### config.mk
export PLATFORM = sky130hd
export DESIGN_NAME = parity_stream_unit
export DESIGN_NICKNAME = d
export VERILOG_FILES = /design/src/rtl/parity_stream_unit.sv
export SDC_FILE = /design/constraint.sdc
export NUM_CORES = 1
export LEC_CHECK = 0
export ABC_AREA = 1
export CAP_MARGIN = 0
export CORE_MARGIN = 2
export CORE_UTILIZATION = 30
export DETAILED_ROUTE_END_ITERATION = 10
export PLACE_DENSITY_LB_ADDON = 0.08
export SLEW_MARGIN = 20
export SYNTH_ARGS = -nofsm -noshare
export SYNTH_HDL_FRONTEND = slang
export SYNTH_SLANG_ARGS = --single-unit
### constraint.sdc
create_clock -name clk -period 1.4 [get_ports clk]
set_input_delay 0.28 -clock clk [delete_from_list [all_inputs] [get_ports clk]]
set_output_delay 0.28 -clock clk [all_outputs]
set_load 0.1 [all_outputs]
### src/rtl/parity_stream_unit.sv
// parity_stream_unit: streaming parity generator/checker.
// Each accepted word is registered with its parity bit. The frame's last
// word also carries the running frame parity. In check mode the received
// parity bit is compared against the computed one, and the number of
// mismatching words delivered downstream is counted (saturating).
module parity_stream_unit #(
    parameter int DATA_W    = 8,
    parameter int MAX_FRAME = 16,
    parameter int ERR_W     = 8
) (
    input  logic              clk,
    input  logic              rst_n,
    input  logic              odd_sel,
    input  logic              chk_en,
    input  logic              in_valid,
    output logic              in_ready,
    input  logic [DATA_W-1:0] in_data,
    input  logic              in_par,
    input  logic              in_last,
    output logic              out_valid,
    input  logic              out_ready,
    output logic [DATA_W-1:0] out_data,
    output logic              out_par,
    output logic              out_last,
    output logic              out_frame_par,
    output logic              out_err,
    output logic              out_ovr,
    output logic [ERR_W-1:0]  err_count
);

    localparam int CNT_W = $clog2(MAX_FRAME + 1);
    localparam logic [CNT_W-1:0] MAX_CNT = CNT_W'(MAX_FRAME);
    localparam logic [ERR_W-1:0] ERR_MAX = {ERR_W{1'b1}};

    typedef enum logic {
        ST_IDLE     = 1'b0,
        ST_IN_FRAME = 1'b1
    } state_t;

    // Frame tracking state
    state_t           state_q, state_d;
    logic             mode_odd_q, mode_odd_d;
    logic             mode_chk_q, mode_chk_d;
    logic             frame_acc_q, frame_acc_d;
    logic [CNT_W-1:0] word_cnt_q, word_cnt_d;

    // Output register
    logic              out_valid_q, out_valid_d;
    logic [DATA_W-1:0] out_data_q, out_data_d;
    logic              out_par_q, out_par_d;
    logic              out_last_q, out_last_d;
    logic              out_fpar_q, out_fpar_d;
    logic              out_err_q, out_err_d;
    logic              out_ovr_q, out_ovr_d;
    logic [ERR_W-1:0]  err_cnt_q, err_cnt_d;

    // Per-word working values
    logic             accept;
    logic             out_xfer;
    logic             eff_odd;
    logic             eff_chk;
    logic             word_xor;
    logic             word_par;
    logic             acc_this;
    logic [CNT_W-1:0] cnt_this;
    logic             hit_max;
    logic             eof;

    // The output register frees up either when empty or when it drains this cycle.
    assign in_ready = !out_valid_q || out_ready;
    assign accept   = in_valid && in_ready;
    assign out_xfer = out_valid_q && out_ready;

    // Per-word parity, frame accumulation and end-of-frame detection.
    // The first word of a frame uses the live mode inputs; later words use the latched ones.
    always_comb begin
        eff_odd  = (state_q == ST_IDLE) ? odd_sel : mode_odd_q;
        eff_chk  = (state_q == ST_IDLE) ? chk_en  : mode_chk_q;
        word_xor = ^in_data;
        word_par = word_xor ^ eff_odd;
        acc_this = (state_q == ST_IDLE) ? word_xor : (frame_acc_q ^ word_xor);
        cnt_this = (state_q == ST_IDLE) ? CNT_W'(1) : (word_cnt_q + CNT_W'(1));
        hit_max  = (cnt_this == MAX_CNT);
        eof      = in_last || hit_max;
    end

    // Next-state logic for the frame FSM and the output register.
    always_comb begin
        state_d     = state_q;
        mode_odd_d  = mode_odd_q;
        mode_chk_d  = mode_chk_q;
        frame_acc_d = frame_acc_q;
        word_cnt_d  = word_cnt_q;
        out_valid_d = out_valid_q;
        out_data_d  = out_data_q;
        out_par_d   = out_par_q;
        out_last_d  = out_last_q;
        out_fpar_d  = out_fpar_q;
        out_err_d   = out_err_q;
        out_ovr_d   = out_ovr_q;
        err_cnt_d   = err_cnt_q;

        if (accept) begin
            if (state_q == ST_IDLE) begin
                mode_odd_d = odd_sel;
                mode_chk_d = chk_en;
            end
            if (eof) begin
                state_d     = ST_IDLE;
                frame_acc_d = 1'b0;
                word_cnt_d  = '0;
            end else begin
                state_d     = ST_IN_FRAME;
                frame_acc_d = acc_this;
                word_cnt_d  = cnt_this;
            end
            out_valid_d = 1'b1;
            out_data_d  = in_data;
            out_par_d   = word_par;
            out_last_d  = eof;
            out_fpar_d  = eof ? (acc_this ^ eff_odd) : 1'b0;
            out_err_d   = eff_chk && (in_par != word_par);
            out_ovr_d   = hit_max && !in_last;
        end else if (out_xfer) begin
            out_valid_d = 1'b0;
        end

        // Count erroneous words as they leave, holding at the maximum.
        if (out_xfer && out_err_q && (err_cnt_q != ERR_MAX)) begin
            err_cnt_d = err_cnt_q + ERR_W'(1);
        end
    end

    // Frame FSM and mode/accumulator registers.
    always_ff @(posedge clk or negedge rst_n) begin
        if (!rst_n) begin
            state_q     <= ST_IDLE;
            mode_odd_q  <= 1'b0;
            mode_chk_q  <= 1'b0;
            frame_acc_q <= 1'b0;
            word_cnt_q  <= '0;
        end else begin
            state_q     <= state_d;
            mode_odd_q  <= mode_odd_d;
            mode_chk_q  <= mode_chk_d;
            frame_acc_q <= frame_acc_d;
            word_cnt_q  <= word_cnt_d;
        end
    end

    // Output word register; holds steady under backpressure.
    always_ff @(posedge clk or negedge rst_n) begin
        if (!rst_n) begin
            out_valid_q <= 1'b0;
            out_data_q  <= '0;
            out_par_q   <= 1'b0;
            out_last_q  <= 1'b0;
            out_fpar_q  <= 1'b0;
            out_err_q   <= 1'b0;
            out_ovr_q   <= 1'b0;
        end else begin
            out_valid_q <= out_valid_d;
            out_data_q  <= out_data_d;
            out_par_q   <= out_par_d;
            out_last_q  <= out_last_d;
            out_fpar_q  <= out_fpar_d;
            out_err_q   <= out_err_d;
            out_ovr_q   <= out_ovr_d;
        end
    end

    // Saturating error counter, cleared only by reset.
    always_ff @(posedge clk or negedge rst_n) begin
        if (!rst_n) begin
            err_cnt_q <= '0;
        end else begin
            err_cnt_q <= err_cnt_d;
        end
    end

    assign out_valid     = out_valid_q;
    assign out_data      = out_data_q;
    assign out_par       = out_par_q;
    assign out_last      = out_last_q;
    assign out_frame_par = out_fpar_q;
    assign out_err       = out_err_q;
    assign out_ovr       = out_ovr_q;
    assign err_count     = err_cnt_q;

endmodule

==> results.yml <==
synth:
  async_reset_ff_frac: 1.000
  synth_fp_nets: 233
  ys_dominant_reg_cell: "dfrtp_1"
  ys_types: 24
  synth.area.mux_share: 0
  yosys-top-cells-area: "dfrtp_1 48%, nand2_1 22%, inv_1 4.7%, o21ai_0 4.1%, nand3_1 3.7%"
  synth_compound_area_frac: 0.06002
  synth_area_um2: 1605
  synth_area_per_cell_um2: 7.466
  synth_simple_gate_area_frac: 0.3336
  synth_top_area_frac: 0.4832
  synth_top_family_by_area: "simple AND/OR/NAND/NOR gates"
  synth_fa_ha_area_frac: 0.01559
  ys_ff_latch: 31
  synth_edf_count: 0
  synth_seq_area_share: 0.4832
  ys.warnings.count: 0
  synthCells: 215
  yosysTopAreaCell: "dfrtp_1"
  synthXorXnorAreaFrac: 0.03274
placed_design:
  post-place-cells: 344
  gp_congestion: 0.7792
  io_buffers: 38
  post-dp-hpwl_mm: 2.815
layout:
  antenna_cells: 0
  area_growth_pct: 74.82
  layout-drive-gt1-share: 0.3993
  fin_nets: 300
  fillCellCount: 502
  finalNonFillerCells: 353
critical_path:
  crit_type: "flip-flop to flip-flop"
  reg2reg_depth: 12
  arrival_ps: 1610
  end_kind: "flip-flop"
  rrSetupSlack_ps: -40
  reg2reg_to: "word_cnt_q[4]"
  cp-start-kind: "flip-flop"
  path_max_fanout: 4
  rr_startpoint: "word_cnt_q[1]"
  cp.required_ps: 1570
power:
  p_leak_nw: 1.450
  power_density_nw_per_um2: 1442
  ir_drop_mv: 0.7405
floorplan:
  ioPinCount: 39
  rows: 26
  coreArea_um2: 5140
  initial_core_util: 0.3123
  die_w_um: 77.15
  dieArea_um2: 5952
  die_h_um: 77.15
grt:
  grt_use_total: 0.1341
  overflow: 0
  antenna_found_initial: 0
  grt_max_degree: 32
  grt_pass1_wl_mm: 6.389
  grt_pass1_vias: 1461
routing:
  via_per_inst: 4.292
  ant_nets: 0
  wl_met3_um: 199
  drt-met1-wl_mm: 1.711
  drtIter0Drc: 58
  dr.pass1.iters: 4
  num_vias: 1515
  wire_per_inst_um: 10.41
  highest_layer: "met4"
  dr_wl_met2_mm: 1.713
  drc: 0
  wl_mm: 3.675
min_path:
  min_path_type: "primary input to async pin"
sta:
  finalSetupTns_ps: -119.4
  hold_viol: 0
  fmax_ghz: 0.6946
  worst_slew_pin_slew_ps: 228.9
  setup_viol_count_final: 4
  min_period_over_period: 1.028
  relSlewSlack: 0.8474
  skew_ps: 5.020
  setup_ws_ps: -39.77
  rsz0062_at_grt: "true"
  final-max-slew-violation-count: 0
  period_needed_ps: 1440
clock_tree:
  clkSinkCount: 31
  cts_made_buffers: 5
  cts.htree.levels: 2
  cts_buffer_depth: 2
  cts_root_buf: "clkbuf_8"
  clk_pin_slew_ps: 70
  clock_latency_ps: 270
  cts_tree: "done"
run_status:
  violations: "negative setup slack"
  status: "complete, but fails checks"
job:
  max-cap-violations: 0
-- registers in the layout, summed over array words and instances, names as in the netlist --
register,cells
err_count,8
mode_chk_q,1
state_q,1
out_valid,1
out_err,1
out_par,1
frame_acc_q,1
out_data,8
out_ovr,1
out_last,1
out_frame_par,1
word_cnt_q,5
mode_odd_q,1
-- per-stage QoR --
step	worst slack (ps)	utilization	total power, W	hold slack, ps	area (um^2)
2_1_floorplan	-116.6	-	0.002408	-15.59	1698
3_3_place_gp	-306.4	0.5019	0.003232	459.6	2580
3_5_place_dp	-315.9	0.5019	0.003255	472.3	2580
4_1_cts	-88.85	0.5275	0.004062	371.8	2711
5_1_grt	-176.4	0.5460	0.004233	381.4	2806
6_report	-39.77	0.5460	0.004046	361.3	2806
-- worst max-delay path by stage --
stage	cells after the start	endpoint	slack (ps)	startpoint
final	12	word_cnt_q[4]	-40	word_cnt_q[1]
after global routing	11	out_frame_par	-180	word_cnt_q[1]
after CTS	12	frame_acc_q	-90	word_cnt_q[0]
after detailed placement	12	out_err	-320	in_data[7]
after global placement	12	out_err	-310	in_data[7]
after floorplan	9	err_count[4]	-120	err_count[3]
-- cells in the final DEF (no fill, tap or decap), types with 7 or more instances in the layout --
master and n:
buf_12 26, buf_4 23, clkbuf_8 7, dfrtp_1 20, dfrtp_4 7, inv_1 15, inv_2 9, nand2_1 79
nand2_2 13, nand3_1 9, nor2_1 7, o21ai_1 7
-- where the power goes --
part | switching, W | internal (W)
Clock | 0.000323 | 0.000449
Combinational | 0.00127 | 0.000771
Sequential | 0.000161 | 0.00107
-- kinds of logic after synthesis --
family	after synthesis
flops	31
simple gates	128
fa+ha+maj	2
compound gates	18
buf+inv	30
xor+xnor	6
-- Yosys cell counts (2+ instances only) --
library cell / number
o21ai_0: 13
inv_2: 5
xnor2_1: 4
ha_1: 2
nand3_1: 12
nand2_2: 4
buf_2: 3
dfrtp_1: 31
nand2_1: 93
inv_1: 20
nor2_2: 4
xor2_1: 2
nor2_1: 11
-- critical path: stages, from the launching register on --
cell and delay, ps:
dfrtp_1 400, ha_4 170, nand3_2 60, nand2_1 80, nand2_1 50, nor2_2 140, nand3_2 90, nand2_2 70
inv_2 50, nand2_4 70, inv_6 50, nand2_4 50, o21ai_2 40
-- metal layers --
metal | vias to the layer above | GRT usage
met5 | - | 0
met4 | 0 | 0.06250
met3 | 5 | 0.04235
met2 | 32 | 0.2122
met1 | 680 | 0.1660
li1 | 798 | -
-- layout make-up --
cell class	instances	area (um^2)	area share
Multi-Input combinational cell	154	849.6	0.3027
Clock buffer	8	100.1	0.03567
Sequential cell	31	807.0	0.2876
Inverter	26	107.6	0.03834
Timing Repair Buffer	64	854.6	0.3045
Tap cell	70	87.58	0.03121
-- timing repair --
item | 4_1_cts | 5_1_grt
resized for setup | 11 | 33
buffers inserted | 1 | 1
hold buffers | 0 | 0
pin swaps | 10 | 9
setup endpoints to repair | 9 | 14
(Power assumes the default switching activity.)
